==> src/rtl/aes_axis_block_packer.sv <==
// AXI-Stream front-end for the AES controller: captures a command word per
// frame, packs payload words MSW-first into blocks and queues them in a
// first-word-fall-through FIFO. A tlast inside a block flushes it zero-padded.
module aes_axis_block_packer #(
  parameter int unsigned DATA_WIDTH      = 32,
  parameter int unsigned BLK_WORDS       = 4,
  parameter int unsigned CMD_WIDTH       = 32,
  parameter int unsigned FIFO_DEPTH      = 16,
  parameter int unsigned FIFO_ADDR_WIDTH = 4,
  parameter int unsigned CNT_WIDTH       = 16
) (
  input  logic                              clk,
  input  logic                              reset,
  input  logic                              s_axis_tvalid,
  output logic                              s_axis_tready,
  input  logic [DATA_WIDTH-1:0]             s_axis_tdata,
  input  logic                              s_axis_tlast,
  output logic [CMD_WIDTH-1:0]              cmd,
  output logic                              cmd_valid,
  input  logic                              cmd_ack,
  input  logic                              blk_rd_e,
  output logic [DATA_WIDTH*BLK_WORDS-1:0]   blk_rdata,
  output logic                              blk_rlast,
  output logic                              blk_empty,
  output logic                              blk_full,
  output logic                              blk_almost_full,
  output logic                              frame_done,
  input  logic                              frame_release,
  output logic [CNT_WIDTH-1:0]              frame_blocks,
  output logic [$clog2(BLK_WORDS):0]        frame_pad_words
);

  localparam int unsigned BLK_WIDTH = DATA_WIDTH * BLK_WORDS;
  localparam int unsigned WCNT_W    = $clog2(BLK_WORDS);
  localparam int unsigned PAD_W     = WCNT_W + 1;
  localparam int unsigned OCC_W     = FIFO_ADDR_WIDTH + 1;

  typedef enum logic [1:0] {
    ST_GET_CMD = 2'd0,
    ST_PAYLOAD = 2'd1,
    ST_HOLD    = 2'd2
  } state_e;

  state_e                     state_q, state_d;
  logic [WCNT_W-1:0]          word_cnt_q, word_cnt_d;
  logic [BLK_WIDTH-1:0]       shift_q, shift_d;
  logic [CMD_WIDTH-1:0]       cmd_q, cmd_d;
  logic                       cmd_valid_q, cmd_valid_d;
  logic                       frame_done_q, frame_done_d;
  logic [CNT_WIDTH-1:0]       frame_blocks_q, frame_blocks_d;
  logic [PAD_W-1:0]           frame_pad_q, frame_pad_d;
  logic [FIFO_ADDR_WIDTH-1:0] wr_ptr_q, wr_ptr_d;
  logic [FIFO_ADDR_WIDTH-1:0] rd_ptr_q, rd_ptr_d;
  logic [OCC_W-1:0]           occ_q, occ_d;
  logic [BLK_WIDTH:0]         mem_q [FIFO_DEPTH];

  logic                       empty_c;
  logic                       full_c;
  logic                       tready_c;
  logic                       accept_c;
  logic                       rd_en_c;
  logic                       wr_en_c;
  logic                       wr_last_c;
  logic [BLK_WIDTH-1:0]       wr_data_c;
  logic [BLK_WIDTH-1:0]       blk_next_c;
  logic [PAD_W-1:0]           pad_c;
  logic [BLK_WIDTH:0]         head_c;

  // FIFO status decoded from the registered occupancy
  always_comb begin
    empty_c = (occ_q == '0);
    full_c  = (occ_q == OCC_W'(FIFO_DEPTH));
    head_c  = mem_q[rd_ptr_q];
  end

  // Upstream ready depends only on registered state
  always_comb begin
    tready_c = 1'b0;
    unique case (state_q)
      ST_GET_CMD: tready_c = !cmd_valid_q && !frame_done_q;
      ST_PAYLOAD: tready_c = !full_c;
      default:    tready_c = 1'b0;
    endcase
  end

  // Next-state, packing and FIFO pointer logic
  always_comb begin
    state_d        = state_q;
    word_cnt_d     = word_cnt_q;
    shift_d        = shift_q;
    cmd_d          = cmd_q;
    cmd_valid_d    = cmd_valid_q;
    frame_done_d   = frame_done_q;
    frame_blocks_d = frame_blocks_q;
    frame_pad_d    = frame_pad_q;
    wr_ptr_d       = wr_ptr_q;
    rd_ptr_d       = rd_ptr_q;
    occ_d          = occ_q;
    wr_en_c        = 1'b0;
    wr_last_c      = 1'b0;
    wr_data_c      = '0;

    accept_c   = s_axis_tvalid && tready_c;
    rd_en_c    = blk_rd_e && !empty_c;
    blk_next_c = {shift_q[BLK_WIDTH-DATA_WIDTH-1:0], s_axis_tdata};
    pad_c      = PAD_W'(BLK_WORDS - 1) - PAD_W'(word_cnt_q);

    if (cmd_valid_q && cmd_ack) begin
      cmd_valid_d = 1'b0;
    end

    unique case (state_q)
      ST_GET_CMD: begin
        if (accept_c) begin
          cmd_d          = s_axis_tdata[CMD_WIDTH-1:0];
          cmd_valid_d    = 1'b1;
          frame_blocks_d = '0;
          frame_pad_d    = '0;
          if (s_axis_tlast) begin
            frame_done_d = 1'b1;
            state_d      = ST_HOLD;
          end else begin
            state_d      = ST_PAYLOAD;
          end
        end
      end
      ST_PAYLOAD: begin
        if (accept_c) begin
          if (word_cnt_q == WCNT_W'(BLK_WORDS - 1)) begin
            wr_en_c    = 1'b1;
            wr_data_c  = blk_next_c;
            wr_last_c  = s_axis_tlast;
            word_cnt_d = '0;
            shift_d    = '0;
          end else if (s_axis_tlast) begin
            // Left-justify the partial block, zero filling the low words
            wr_en_c     = 1'b1;
            wr_data_c   = blk_next_c << (DATA_WIDTH * 32'(pad_c));
            wr_last_c   = 1'b1;
            frame_pad_d = pad_c;
            word_cnt_d  = '0;
            shift_d     = '0;
          end else begin
            shift_d    = blk_next_c;
            word_cnt_d = word_cnt_q + WCNT_W'(1);
          end
          if (wr_en_c && (frame_blocks_q != '1)) begin
            frame_blocks_d = frame_blocks_q + CNT_WIDTH'(1);
          end
          if (s_axis_tlast) begin
            frame_done_d = 1'b1;
            state_d      = ST_HOLD;
          end
        end
      end
      ST_HOLD: begin
        if (frame_release) begin
          frame_done_d = 1'b0;
          state_d      = ST_GET_CMD;
        end
      end
      default: state_d = ST_GET_CMD;
    endcase

    if (wr_en_c) begin
      wr_ptr_d = wr_ptr_q + FIFO_ADDR_WIDTH'(1);
    end
    if (rd_en_c) begin
      rd_ptr_d = rd_ptr_q + FIFO_ADDR_WIDTH'(1);
    end
    unique case ({wr_en_c, rd_en_c})
      2'b10:   occ_d = occ_q + OCC_W'(1);
      2'b01:   occ_d = occ_q - OCC_W'(1);
      default: occ_d = occ_q;
    endcase
  end

  // Control and status registers
  always_ff @(posedge clk) begin
    if (reset) begin
      state_q        <= ST_GET_CMD;
      word_cnt_q     <= '0;
      shift_q        <= '0;
      cmd_q          <= '0;
      cmd_valid_q    <= 1'b0;
      frame_done_q   <= 1'b0;
      frame_blocks_q <= '0;
      frame_pad_q    <= '0;
      wr_ptr_q       <= '0;
      rd_ptr_q       <= '0;
      occ_q          <= '0;
    end else begin
      state_q        <= state_d;
      word_cnt_q     <= word_cnt_d;
      shift_q        <= shift_d;
      cmd_q          <= cmd_d;
      cmd_valid_q    <= cmd_valid_d;
      frame_done_q   <= frame_done_d;
      frame_blocks_q <= frame_blocks_d;
      frame_pad_q    <= frame_pad_d;
      wr_ptr_q       <= wr_ptr_d;
      rd_ptr_q       <= rd_ptr_d;
      occ_q          <= occ_d;
    end
  end

  // Block storage: {rlast, data} per entry, contents are don't-care when empty
  always_ff @(posedge clk) begin
    if (wr_en_c) begin
      mem_q[wr_ptr_q] <= {wr_last_c, wr_data_c};
    end
  end

  assign s_axis_tready   = tready_c;
  assign cmd             = cmd_q;
  assign cmd_valid       = cmd_valid_q;
  assign frame_done      = frame_done_q;
  assign frame_blocks    = frame_blocks_q;
  assign frame_pad_words = frame_pad_q;
  assign blk_empty       = empty_c;
  assign blk_full        = full_c;
  assign blk_almost_full = (occ_q == OCC_W'(FIFO_DEPTH - 1));
  assign blk_rdata       = empty_c ? '0 : head_c[BLK_WIDTH-1:0];
  assign blk_rlast       = !empty_c && head_c[BLK_WIDTH];

endmodule

==> config.mk <==
export PLATFORM = sky130hd
export DESIGN_NAME = aes_axis_block_packer
export DESIGN_NICKNAME = d
export VERILOG_FILES = /design/src/rtl/aes_axis_block_packer.sv
export SDC_FILE = /design/constraint.sdc
export NUM_CORES = 2
export LEC_CHECK = 0
export CORE_ASPECT_RATIO = 1.1
export CORE_MARGIN = 2
export CORE_UTILIZATION = 30
export CTS_BUF_LIST = sky130_fd_sc_hd__clkbuf_16
export CTS_CLUSTER_SIZE = 8
export DETAILED_ROUTE_END_ITERATION = 10
export GPL_ROUTABILITY_DRIVEN = 0
export PLACE_DENSITY_LB_ADDON = 0.05
export SLEW_MARGIN = 20
export SYNTH_ARGS = -nofsm -noshare
export SYNTH_HDL_FRONTEND = slang
export SYNTH_SLANG_ARGS = --single-unit
==> constraint.sdc <==
create_clock -name clk -period 18.2 [get_ports clk]
set_input_delay 3.64 -clock clk [delete_from_list [all_inputs] [get_ports clk]]
set_output_delay 3.64 -clock clk [all_outputs]
set_load 0.01 [all_outputs]
### Word-level counts from Yosys, hierarchy flattened

Memory sizes are Yosys's and may differ from the RTL's. A register that Yosys moved wholly into a read port is not among the register bits.
Cells that the tools add are included.

| word-level totals | value |
|---|---|
| register bits after elaboration | 166 |
| memory bits (writable) | 2,064 |
| input bits | 39 |
| memories | 1 |

Memories:

| name | words | bits a word | read ports | clocked after memory_dff | write ports | line | source |
|---|---|---|---|---|---|---|---|
| mem_q | 16 | 129 | 1 | 1 | 1 | 55 | `logic [BLK_WIDTH:0] mem_q [FIFO_DEPTH];` |

| operators by class | value |
|---|---|
| $add $sub $neg | 7 |
| equal/unequal tests | 16 |
| shift operators | 1 |
| muxes and demuxes | 46 |
| reductions and logical operators | 22 |

Operator list:

| cell | number |
|---|---|
| 128-bit 2-to-1 mux | 5 |
| 96-bit 2-to-1 mux | 2 |
| 128-bit by 8-bit << shifter with 128-bit output | 1 |
| 16-bit 2-to-1 mux | 3 |
| 16-bit one-hot mux with 2 select lines | 1 |
| 1-bit 2-to-1 mux | 17 |
| 16-bit by 1-bit adder with 16-bit output (second input constant) | 1 |
| 16-bit inequality test (second input constant) | 1 |
| 2-bit 2-to-1 mux | 7 |
| 3-bit 2-to-1 mux | 4 |
| 2-bit inequality test (second input constant) | 6 |
| 4-bit AND reduction | 3 |
| 5-bit one-hot mux with 2 select lines | 1 |
| 4-bit by 1-bit adder with 4-bit output (second input constant) | 2 |
| 4-bit 2-to-1 mux | 2 |
| 2-bit == test (second input constant) | 3 |
| 1-bit logical AND | 6 |
| 2-bit one-hot mux with 3 select lines | 1 |
| 3-bit one-hot mux with 2 select lines | 1 |
| 2-bit nonzero test | 3 |
| 5-bit by 1-bit adder with 5-bit output (second input constant) | 1 |
| 5-bit by 4-bit == test with 1-bit output (second input constant) | 1 |
| 5-bit == test (second input constant) | 1 |
| 5-bit logical NOT | 1 |
| 11 further kinds | 18 |

### Depth between registers and ports, before layout

| logic depth | value |
|---|---|
| word-level depth | 10 |
| depth in mapped cells | 14 |
| gate-level depth less buffers | 12 |

### Least setup slack after synthesis

Ideal clock, no wire load.

| path | value |
|---|---|
| kind | input to register |
| from | input port s_axis_tvalid |
| to | memory mem_q[3][0] (netlist bit) (enable) |
| setup time | 0.776 ns |
| arrival | 13.148 ns |
| required time | 17.424 ns |
| path slack | 4.276 ns |
| cell stages on the path | 4 |
| path buffers | 0 |
| path through | nand3b_1 -> a211oi_2 -> nand2_1 -> nor3_1 |

| on the way | value |
|---|---|
| cells in the longest elaborated chain, start to end | 5 |

Ends and longest elaborated chain:

| item | line | source |
|---|---|---|
| from (decl) | 14 | `input logic s_axis_tvalid,` |
| 1-bit logical AND | 103 | `accept_c = s_axis_tvalid && tready_c;` |
| 1-bit 2-to-1 mux | 128 | `if (accept_c) begin` |
| 1-bit 2-to-1 mux | 112 | `unique case (state_q)` |
| 1-bit 2-to-1 mux | 209 | `if (wr_en_c) begin` |
| 1-bit 2-to-1 mux (not written as such) | 210 | `mem_q[wr_ptr_q] <= {wr_last_c, wr_data_c};` |
| to (decl) | 55 |  |

Every way passes these cells.

==> impl_metrics.tcl <==
set metrics [dict create \
    status "completed" \
    grt.total_usage_pct 18.71 \
    netlist_area_um2 87270 \
    start_util_pct 30.17 \
    power.total_uw 11750 \
    clock-sinks 2233 \
    io_buffers 223 \
    routed_wl_mm 280.1 \
    drtIter0Drc 3982 \
    max_clock_freq_mhz 106.5 \
    grt_max_degree 127 \
    cts_buffers 322 \
    fin_crit_sh_pct 51.60 \
    post-route-min-period_ns 9.392 \
    async_reset_ff_share_pct 0 \
    synth_area_leaders "edfxtp_1 71%, mux4_2 13%, dfxtp_1 3.9%" \
    ys_top_cells_by_count "2064 x edfxtp_1, 516 x mux4_2, 292 x mux2i_1" \
    dr.pass1.iters 5 \
    h-tree-depth 5 \
    area_delta_synth_final_pct 18.53 \
    coreArea_um2 289300 \
    antenna_left 0 \
    peakVddDrop_uv 79.17 \
    yosys.area.top_type_share_pct 71.02 \
    clk_pin_slew_ns 0.05 \
    grt_pass1_wl_mm 388.2 \
    yosysMostFrequentCell "edfxtp_1" \
    fillCellCount 26893 \
    ys_ff_latch 2233 \
    clockBufferDepth 4 \
    ys_seq_area_share_pct 74.89 \
    ys_types 49 \
    drc 0 \
    synth_area_per_cell_um2 19.53 \
    root_buffer "clkbuf_16" \
    cp-start-kind "flop" \
    antenna_found_initial 30 \
    clk_latency_ns 0.86 \
    vias 44870 \
    drive_above_1_share_pct 22.29 \
    synth_edf_count 2064 \
    yosys_most_used_dff "edfxtp_1" \
    cts_tree "done" \
    synth_top_area_cell "edfxtp_1" \
    yosysWarningCount 0 \
    setup_ws_ns 8.808 \
    wl_per_cell_um 31.62 \
    chipHeight_um 569.7 \
    grt_pass1_vias 47341 \
    top_usage_layer "met2" \
    fin_util_pct 35.76 \
    syn-instance-count 4469 \
    ctsResizeCount 0 \
    setup_viol 0 \
    fin_cells 8858 \
    dp.cells 8398 \
    drv_cap 0 \
    grt_use_met3_pct 2.830 \
    path_class "flop to output port" \
    syn_nets 4518 \
    cp_data_required_time_ns 14.56 \
    dp_hpwl_mm 149.9 \
    critPathMaxFanout 49 \
    place_ws_ns 9.336 \
    power_density_nw_per_um2 113.6 \
    die_area_um2 295200 \
    tightest_slew_ns 1.121 \
    rows 207 \
    final_net_count 4905 \
    finClkSkew_ns 0.05758 \
    via_per_inst 5.065 \
    fin_setup_tns_ns 0 \
    postCtsSetupRepairBufs 0 \
    met2_usage_pct 30.82 \
    overflow 0 \
    hold_viol_final 0 \
    end_kind "output port" \
    io_pins 225 \
    hold_buffers 0 \
    holdCritPathClass "flop to flop" \
    use_met1_pct 25.53 \
    die_w_um 518.3 \
    slew_headroom_pct 25.10 \
    maxSlewViolCount 0 \
    crit_arrival_ns 5.75 \
    rsz0062_at_grt "no" \
    p_leak_uw 0.03006 \
]
==> state kept, by name (all words and copies together), names as in the netlist, named ones only <==
| register | count |
|---|---|
| cmd | 32 |
| occ_q | 5 |
| frame_blocks | 16 |
| word_cnt_q | 2 |
| cmd_valid | 1 |
| frame_pad_words | 2 |
| frame_done | 1 |
| shift_q | 96 |
| wr_ptr_q | 4 |
| state_q | 2 |
| mem_q | 2064 |
| rd_ptr_q | 4 |
==> cells by family (layout without fill, tap and decap cells) <==
group           after synthesis  count (layout)  synth area share, %
fa+ha+maj                    10              10               0.1434
buf+inv                     311             830                1.502
mux                         840             840                17.08
flops                      2233            2233                74.89
other cells                   1               5             0.004297
xor+xnor                     10              10               0.1004
compound gates              477             477                3.305
simple gates                587             587                2.972
==> metrics by stage <==
step	hold slack [ns]	cell area, um2
2_1_floorplan	0.4448	87270
3_3_place_gp	0.4448	94470
3_5_place_dp	0.4487	94490
4_1_cts	0.4558	103400
5_1_grt	0.4739	103400
6_report	0.4542	103400
==> worst max-delay path, cell delays in order, from the launching register on <==
cell and delay (ns):
dfxtp_4 0.87, buf_4 0.73, buf_4 0.74, buf_4 0.59, mux4_2 0.31, mux2i_1 0.09
o22ai_1 0.67, clkdlybuf4s50_1 0.69
==> where the power goes <==
group / total [uW] / switching [uW] / internal, uW / leakage [uW]
Sequential: 5580 / 21.0 / 5560 / 0.0194
Combinational: 795 / 448 / 347 / 0.00595
Clock: 5370 / 2170 / 3210 / 0.00473
Total: 11700 / 2640 / 9110 / 0.0301
==> area by class of cell <==
type / count / area, um2 / area share, %
clock buffer: 330 / 8258 / 7.983
multi-input combinational: 1925 / 20870 / 20.17
tap: 3866 / 4837 / 4.676
clock inverter: 126 / 615.6 / 0.5951
timing repair buffer: 365 / 3441 / 3.326
inverter: 9 / 33.78 / 0.03266
sequential: 2233 / 65380 / 63.20
antenna: 4 / 10.01 / 0.009676
==> layout by cell type (no fill, tap or decap), types with 9 or more instances in the layout <==
master	n
a21oi_1	218
a22oi_1	99
and3_1	33
buf_12	11
buf_4	130
clkbuf_16	330
clkdlybuf4s50_1	222
dfxtp_1	164
edfxtp_1	2064
ha_1	9
inv_1	115
mux2_2	32
mux2i_1	292
mux4_2	516
nand2_1	187
nand3_1	111
nor2_1	151
nor2_2	33
nor2_4	14
o22ai_1	131
o31ai_1	9
or4_1	9
==> final timing paths <==
path                       from             end  slack (ns)  depth (start not counted)
setup / recovery           flop  blk_rdata[122]        8.81                          7
hold / removal           cmd[5]          cmd[5]        0.45                          2
setup reg to reg  word_cnt_q[1]   mem_q[8][115]       13.15                          7
hold reg to reg          cmd[5]          cmd[5]        0.45                          2
==> layer usage <==
| metal | vias up | wire length, um |
|---|---|---|
| met5 | - | 0 |
| met3 | 398 | 11270 |
| li1 | 19052 | - |
| met2 | 1026 | 135600 |
| met4 | 0 | 7976 |
| met1 | 24394 | 125200 |
No activity file was read; power rests on OpenSTA's default activity.
